`src/rtl/reaction_ctrl.sv`:
```
// reaction_ctrl: sequencing FSM for the reaction-timer game.
//   Conditions the raw Start/Stop buttons (2-FF sync, debounce, press edge),
//   drives the 2-bit state bus to the datapath, and flags false starts and
//   timeouts.
// Ports:
//   Clock    in   system clock, shared with the datapath
//   Resetn   in   synchronous active-low reset
//   Start_n  in   raw Start button, active-low, asynchronous
//   Stop_n   in   raw Stop button, active-low, asynchronous
//   FLAG     in   datapath "random delay elapsed" (registered upstream)
//   state    out  0 IDLE, 1 WAIT, 2 COUNT, 3 HOLD
//   Early    out  Stop pressed during WAIT; held in HOLD
//   Timeout  out  COUNT ran to MAX_COUNT without Stop; held in HOLD
//   Busy     out  state is WAIT or COUNT
//
// state | meaning
// ------+---------------------------------------------------------
// IDLE  | waiting for Start
// WAIT  | random delay running; Stop here is a false start
// COUNT | counting reaction cycles until Stop or MAX_COUNT
// HOLD  | result frozen on the display until the next Start
module reaction_ctrl #(
  parameter int DEBOUNCE_CYCLES = 4,
  parameter int MAX_COUNT       = 99
) (
  input  logic       Clock,
  input  logic       Resetn,
  input  logic       Start_n,
  input  logic       Stop_n,
  input  logic       FLAG,
  output logic [1:0] state,
  output logic       Early,
  output logic       Timeout,
  output logic       Busy
);

  localparam logic [1:0] S_IDLE  = 2'd0;
  localparam logic [1:0] S_WAIT  = 2'd1;
  localparam logic [1:0] S_COUNT = 2'd2;
  localparam logic [1:0] S_HOLD  = 2'd3;

  localparam int            DW     = $clog2(DEBOUNCE_CYCLES + 1);
  localparam logic [DW-1:0] DEB_TC = DW'(DEBOUNCE_CYCLES - 1);
  localparam logic [6:0]    CNT_TC = 7'(MAX_COUNT - 1);

  // Bit 0 is Start, bit 1 is Stop; both buttons share one conditioning path.
  logic [1:0]    w_raw;
  logic [1:0]    r_s1;
  logic [1:0]    r_s2;
  logic [1:0]    r_deb;
  logic [1:0]    r_deb_d;
  logic [DW-1:0] r_dcnt [2];
  logic [1:0]    w_press;
  logic          w_start_ev;
  logic          w_stop_ev;

  logic [1:0]    r_state;
  logic          r_early;
  logic          r_timeout;
  logic [6:0]    r_ccnt;

  assign w_raw = {Stop_n, Start_n};

  always_ff @(posedge Clock) begin
    if (!Resetn) begin
      r_s1    <= '1;
      r_s2    <= '1;
      r_deb   <= '1;
      r_deb_d <= '1;
      for (int i = 0; i < 2; i++) begin
        r_dcnt[i] <= '0;
      end
    end else begin
      r_s1    <= w_raw;
      r_s2    <= r_s1;
      r_deb_d <= r_deb;
      for (int i = 0; i < 2; i++) begin
        if (r_s2[i] == r_deb[i]) begin
          r_dcnt[i] <= '0;
        end else if (r_dcnt[i] == DEB_TC) begin
          r_deb[i]  <= r_s2[i];
          r_dcnt[i] <= '0;
        end else begin
          r_dcnt[i] <= r_dcnt[i] + 1'b1;
        end
      end
    end
  end

  // Falling edge of the debounced (active-low) level = one press event.
  assign w_press    = r_deb_d & ~r_deb;
  assign w_start_ev = w_press[0];
  assign w_stop_ev  = w_press[1];

  always_ff @(posedge Clock) begin
    if (!Resetn) begin
      r_state   <= S_IDLE;
      r_early   <= 1'b0;
      r_timeout <= 1'b0;
      r_ccnt    <= '0;
    end else begin
      case (r_state)
        S_IDLE: begin
          if (w_start_ev) begin
            r_state   <= S_WAIT;
            r_early   <= 1'b0;
            r_timeout <= 1'b0;
          end
        end
        S_WAIT: begin
          // A Stop in the same cycle as FLAG is still a false start.
          if (w_stop_ev) begin
            r_state <= S_HOLD;
            r_early <= 1'b1;
          end else if (FLAG) begin
            r_state <= S_COUNT;
            r_ccnt  <= '0;
          end
        end
        S_COUNT: begin
          r_ccnt <= r_ccnt + 1'b1;
          if (w_stop_ev) begin
            r_state <= S_HOLD;
          end else if (r_ccnt == CNT_TC) begin
            r_state   <= S_HOLD;
            r_timeout <= 1'b1;
          end
        end
        S_HOLD: begin
          if (w_start_ev) begin
            r_state   <= S_IDLE;
            r_early   <= 1'b0;
            r_timeout <= 1'b0;
          end
        end
        default: r_state <= S_IDLE;
      endcase
    end
  end

  assign state   = r_state;
  assign Early   = r_early;
  assign Timeout = r_timeout;
  assign Busy    = (r_state == S_WAIT) || (r_state == S_COUNT);

endmodule

```
`config.mk`:
```
export PLATFORM = sky130hd
export DESIGN_NAME = reaction_ctrl
export DESIGN_NICKNAME = d
export VERILOG_FILES = /design/src/rtl/reaction_ctrl.sv
export SDC_FILE = /design/constraint.sdc
export NUM_CORES = 1
export LEC_CHECK = 0
export CAP_MARGIN = 10
export CORE_UTILIZATION = 53
export CTS_BUF_LIST = sky130_fd_sc_hd__clkbuf_4
export DETAILED_ROUTE_END_ITERATION = 8
export HOLD_SLACK_MARGIN = 0.08
export PLACE_DENSITY = 0.77
export SYNTH_ARGS = -nofsm -noshare
export SYNTH_HDL_FRONTEND = slang
export SYNTH_SLANG_ARGS = --single-unit
```
`constraint.sdc`:
```
create_clock -name Clock -period 1.6 [get_ports Clock]
set_input_delay 0.24 -clock Clock [delete_from_list [all_inputs] [get_ports Clock]]
set_output_delay 0.24 -clock Clock [all_outputs]
set_load 0.02 [all_outputs]
```
==> metrics.cfg, run 1 <==
[status]
outcome=finished, violations left
violations=negative setup slack

[layout]
syn2layout_area_growth_pct=26.0
design_area_mm2=0.00152
diodes=0
num-nets-final=164
instances_no_fill=175
drive_above_1_share=0.236
fill_cells=163

[die]
coreArea_mm2=0.00204
pin_count=10
fp.dieH_um=49.7
initial_utilization=0.591
die_area_mm2=0.00247
rows=16
dieWidth_um=49.7

[cts]
cts_buffers=3
cts.sinks=25
cts_tree=done
clockBufferDepth=2
hold_buffers=0
root_buffer=clkbuf_4
cts.reportedPaths.clkPinSlew_ns=0.14
h-tree-depth=1
clock_latency_ns=0.31

[synth]
synth_area_mm2=0.00121
synth-xor-area-share=0.0218
synth_top_family_by_area=simple AND/OR/NAND/NOR gates
synth.distinct_cells=36
synth_adder_area_share=0.104
synth_compound_area_frac=0.134
synth_edf_count=6
seq_area_frac_synth=0.464
synth_cells=122
async_flop_share=0
synth-warning-count=0
yosys.area_share.simple=0.208
muxShareOfSynthArea=0.0249
ys_ff_latch=25
syn_avg_cell_area_um2=9.90
synthFlopType=dfxtp_1

[route]
via_per_inst=5.05
vias=884
antenna_left=0
drc=0
firstDrtPassIters=3
wl_per_cell_um=12.3
wl_um=2160
drtIter0Drc=8

[pwr]
power.leakage_nw=0.595
pwr-share-seq=0.405
p_per_area_mw_per_mm2=1190
irDropWorstVdd_uv=932
p_sw_frac=0.343
p_int_mw=1.19
p_switching_uw=623
pwr-share-clk=0.153
p_comb_frac=0.442

[placement]
portBuffers=9
dp_hpwl_um=1490
dp_slack_ns=-0.0590
dpl-instance-area_mm2=0.00141
gp_congestion=0.825
dp.cells=166

[global_route]
grt.overflow.total=0
grtUsageTotal=0.195
grt_first_pass_wirelength_um=3720
grt_max_degree=17
grt_antenna_before_repair=0
grt_pass1_vias=907

[worst_setup_path]
cp.arrival_ns=1.89
required_ns=1.86
rrSetupSlack_ns=-0.03
critPathLaunchType=flip-flop
end_kind=flip-flop
critPathKind=reg -> reg
crit_fanout=7

[sta]
drv_slew=0
fin_tns_setup_ns=-0.0285
clock_skew_ns=0.00805
max_freq_ghz=0.614
hold_viol=0
setup_violations=2
rsz0062_at_grt=yes
final.period_utilization=1.02
hold_ws_ns=0.425
setup_ws_ns=-0.0276
fin_crit_ns=1.63

[worst_hold_path]
hp-class=reg -> reg

[run]
max_cap_violations=0

==> registers in the layout (all words and copies together) (netlist names) <==
register and count:
r_ccnt 7, r_dcnt 6, r_deb 2, r_deb_d 2
r_s1 2, r_s2 2, state 2, Early 1
Timeout 1
==> cells by family (layout without fill, tap and decap cells) <==
group	count (synthesis)	count (layout)
compound gates	25	25
xor+xnor	3	3
other cells	1	6
mux	3	3
buf+inv	11	32
fa+ha+maj	10	10
simple gates	44	44
flops	25	25
==> final cells by class <==
class	count	area, um^2	area share
Clock buffer	3	22.5	0.0148
Clock inverter	1	5.00	0.00329
Inverter	9	38.8	0.0255
Multi-Input combinational cell	91	691	0.454
Sequential cell	25	568	0.373
Tap cell	27	33.8	0.0222
Timing Repair Buffer	19	163	0.107
==> power groups by stage <==
stage | combinational [mW] | sequential (mW) | clock (mW)
after floorplan | 0.418 | 0.775 | 0
after global placement | 0.592 | 0.747 | 0
after detailed placement | 0.609 | 0.751 | 0
after CTS | 0.685 | 0.737 | 0.290
after global routing | 0.872 | 0.740 | 0.314
final | 0.802 | 0.735 | 0.278
==> cell usage in the layout (no fill, tap or decap), types with 3 or more instances in the layout <==
| master | synthesis | final |
|---|---|---|
| edfxtp_1 | 6 | 6 |
| o21ai_0 | 6 | 6 |
| or3_1 | 5 | 4 |
| ha_1 | 10 | 9 |
| nand3_1 | 3 | 3 |
| conb_1 | 1 | 6 |
| a21oi_1 | 8 | 3 |
| a21oi_2 | 0 | 5 |
| clkdlybuf4s50_1 | 0 | 7 |
| mux2i_1 | 3 | 3 |
| nor2_1 | 8 | 8 |
| clkbuf_4 | 0 | 3 |
| nand2_1 | 6 | 6 |
| inv_1 | 9 | 7 |
| nand2b_1 | 8 | 8 |
| dfxtp_1 | 19 | 17 |
| buf_4 | 0 | 9 |
==> layer usage <==
metal,GRT usage,part of all wire,up-vias
met5,0,0,-
met4,0.0762,0.0056,0
met3,0.0401,0.016,2
met2,0.329,0.48,7
met1,0.242,0.50,406
li1,-,-,469
==> synthesized netlist by cell type, types with 2 or more instances <==
library cell,count,area [um^2]
ha_1,10,125
nor2_1,8,30.0
a21oi_1,8,40.0
and2_1,2,12.5
inv_1,9,33.8
nor2b_1,3,18.8
or3_1,5,31.3
a211o_1,2,17.5
xor2_1,2,17.5
nand2_1,6,22.5
nand2b_1,8,50.1
nor3_1,2,10.0
edfxtp_1,6,180
mux2i_1,3,30.0
dfxtp_1,19,380
nand3b_1,2,15.0
nand3_1,3,15.0
o21ai_0,6,30.0
==> per-stage QoR <==
| step | power (mW) | utilization |
|---|---|---|
| global placement | 1.34 | 0.690 |
| global route | 1.93 | 0.745 |
| floorplan | 1.19 | - |
| CTS | 1.71 | 0.716 |
| detailed placement | 1.36 | 0.690 |
| finish | 1.82 | 0.745 |
==> path summary, 6_finish.rpt <==
path | cells after the start | startpoint | end
setup / recovery | 7 | state[0] | r_ccnt[5]
hold / removal | 1 | r_s1[1] | r_s2[1]
setup reg to reg | 7 | state[0] | r_ccnt[5]
hold reg to reg | 1 | r_s1[1] | r_s2[1]
==> critical path: stages (launching register included) <==
cell,delay (ns)
dfxtp_4,0.41
inv_4,0.05
ha_4,0.29
nor2b_4,0.16
a31oi_4,0.05
buf_6,0.15
or3_1,0.36
a21oi_2,0.12
==> timing repair <==
item | 4_1_cts | 5_1_grt
gates cloned | 1 | 0
buffers inserted | 2 | 2
pin swaps | 5 | 5
endpoints found under the setup margin | 7 | 10
resized for setup | 5 | 11
Power figures use the tool's default switching activity.
==> inputs of run 2 (changes only) <==
--- a/config.mk
+++ b/config.mk
@@ -6,6 +6,7 @@
 export NUM_CORES = 1
 export LEC_CHECK = 0
 export CAP_MARGIN = 10
+export CORE_MARGIN = 2
 export CORE_UTILIZATION = 53
 export CTS_BUF_LIST = sky130_fd_sc_hd__clkbuf_4
 export DETAILED_ROUTE_END_ITERATION = 8
==> constraint.sdc (replaced) <==
create_clock -name Clock -period 1.6 [get_ports Clock]
set_input_delay 0.24 -clock Clock [delete_from_list [all_inputs] [get_ports Clock]]
set_output_delay 0.24 -clock Clock [all_outputs]
set_load 0.005 [all_outputs]
==> run 2 against run 1 <==
The run now ends clean. Fmax increased by 6.1%. Combinational power fell by 6.0%. Utilization shrank 4.5 points. Sequential cell count unchanged. Largest cell class unchanged. Highest routed layer unchanged.
==> metrics.cfg, run 2 (synthesis gave the netlist of run 1 again) <==
[die]
dieWidth_um=51.7
pin_count=10
initial_utilization=0.551
coreArea_mm2=0.00219
rows=17
die_area_mm2=0.00268
fp.dieH_um=51.7

[global_route]
grt_pass1_vias=869
grtUsageTotal=0.193
grt_first_pass_wirelength_um=3750
grt.overflow.total=0
grt_max_degree=15
grt_antenna_before_repair=0

[layout]
num-nets-final=167
largest_reg_flops=7
diodes=0
layout_commonest_cell=dfxtp_1
post-route-util=0.700
final_cell_mix=17 x dfxtp_1, 10 x buf_4, 8 x nor2_1, 8 x nand2b_1
drive_above_1_share=0.252
reg_top3=r_ccnt x7, r_dcnt x6
syn2layout_area_growth_pct=27.0
regMostFlops=r_ccnt

[cts]
cts.reportedPaths.clkPinSlew_ns=0.13
hold_buffers=0
cts_tree=done
root_buffer=clkbuf_4
h-tree-depth=1
clock_latency_ns=0.31
cts.sinks=25
cts_buffers=3
clockBufferDepth=2

[worst_hold_path]
hold-path-cell-count=1
hp-class=reg -> reg
holdPathEnd=r_s2[1]
hold_start=r_s1[1]

[pwr]
power.leakage_nw=0.602
p_per_area_mw_per_mm2=1150
power_mw=1.77
irDropWorstVdd_uv=610

[worst_setup_path]
crit_fanout=3
rrSetupSlack_ns=0.07
cp.arrival_ns=1.75
required_ns=1.82
worst_r2r_endpoint=state[0]
ff2ff_path_depth=6
critPathKind=reg -> reg
end_kind=flip-flop
critPathLaunchType=flip-flop
timing.rr.start=state[0]

[route]
via_per_inst=5.21
vias=932
wl_um=2200
firstDrtPassIters=4
wl_per_cell_um=12.3
drtIter0Drc=12
antenna_left=0
drc=0

[placement]
portBuffers=9
dp_hpwl_um=1520
gp_congestion=0.747

[sta]
rsz0062_at_grt=yes
drv_slew=0
setup_violations=0
hold_viol=0
max_freq_ghz=0.652
clock_skew_ns=0.000813
fin_crit_ns=1.53
fin_tns_setup_ns=0
hold_ws_ns=0.433
final.period_utilization=0.959

[run]
max_cap_violations=0

[status]
outcome=finished clean

==> run 2: cell types whose count changed in the layout (fill, tap and decap cells not counted), sizes merged <==
cell,change
buf,+3
dlygate4sd2,+1
clkinv,-1
==> run 2: area by class of cell <==
type	count	area, um^2
multi-input cells	91	682
fillers	164	657
flip-flops and latches	25	563
repair buffers	22	190
well taps	28	35.0
inverters	9	33.8
clock buffers	4	30.0
==> run 2: critical path, cell delays in order, from the launching register on <==
cell and delay, ns:
dfxtp_2 0.35, buf_4 0.13, buf_6 0.11, ha_2 0.17, o21a_1 0.20, a21o_1 0.19, o221a_2 0.29
==> run 2: stage by stage <==
| stage | cell area (um^2) | instances | setup WS, ns |
|---|---|---|---|
| 3_5_place_dp | 1420 | 171 | -0.0237 |
| 6_report | 1530 | 179 | 0.0655 |
| 2_1_floorplan | 1240 | 127 | 0.00884 |
| 4_1_cts | 1470 | 177 | 0.00252 |
| 3_3_place_gp | 1420 | 171 | 0.0338 |
| 5_1_grt | 1530 | 179 | -0.0122 |
==> run 2: per-layer routing <==
metal,up-vias,track usage,share of wire
met3,4,0.0402,0.033
li1,481,-,-
met2,14,0.335,0.50
met4,0,0.110,0.017
met1,433,0.218,0.45
met5,-,0,0
==> run 2: how the worst max path moves through the flow <==
stage               depth (start not counted)        end      from
finish                                      6   state[0]  state[0]
global route                                7  r_ccnt[5]  state[0]
CTS                                         7  r_ccnt[4]  state[1]
detailed placement                          7  r_ccnt[4]  state[0]
global placement                            7  r_ccnt[5]  state[0]
floorplan                                   7  r_ccnt[2]  state[0]
==> run 2: power breakdown <==
group	switching [mW]	total, mW	internal, mW
sequential	0.0239	0.716	0.692
combinational	0.354	0.754	0.401
clock	0.185	0.299	0.114
total	0.563	1.77	1.21
==> run 2: what timing repair did <==
| item | in CTS | in global routing |
|---|---|---|
| cloned | 0 | 1 |
| pin swaps | 1 | 8 |
| resized for setup | 4 | 14 |
| buffers inserted | 2 | 1 |
| endpoints found under the setup margin | 6 | 8 |
==> inputs of run 3 (changes only) <==
--- a/config.mk
+++ b/config.mk
@@ -5,6 +5,7 @@
 export SDC_FILE = /design/constraint.sdc
 export NUM_CORES = 1
 export LEC_CHECK = 0
+export ABC_CLOCK_PERIOD_IN_PS = 1600
 export CAP_MARGIN = 10
 export CORE_MARGIN = 2
 export CORE_UTILIZATION = 53
==> results of run 3 <==
Same layout as run 2: the final DEF is identical, and so are final timing and power.
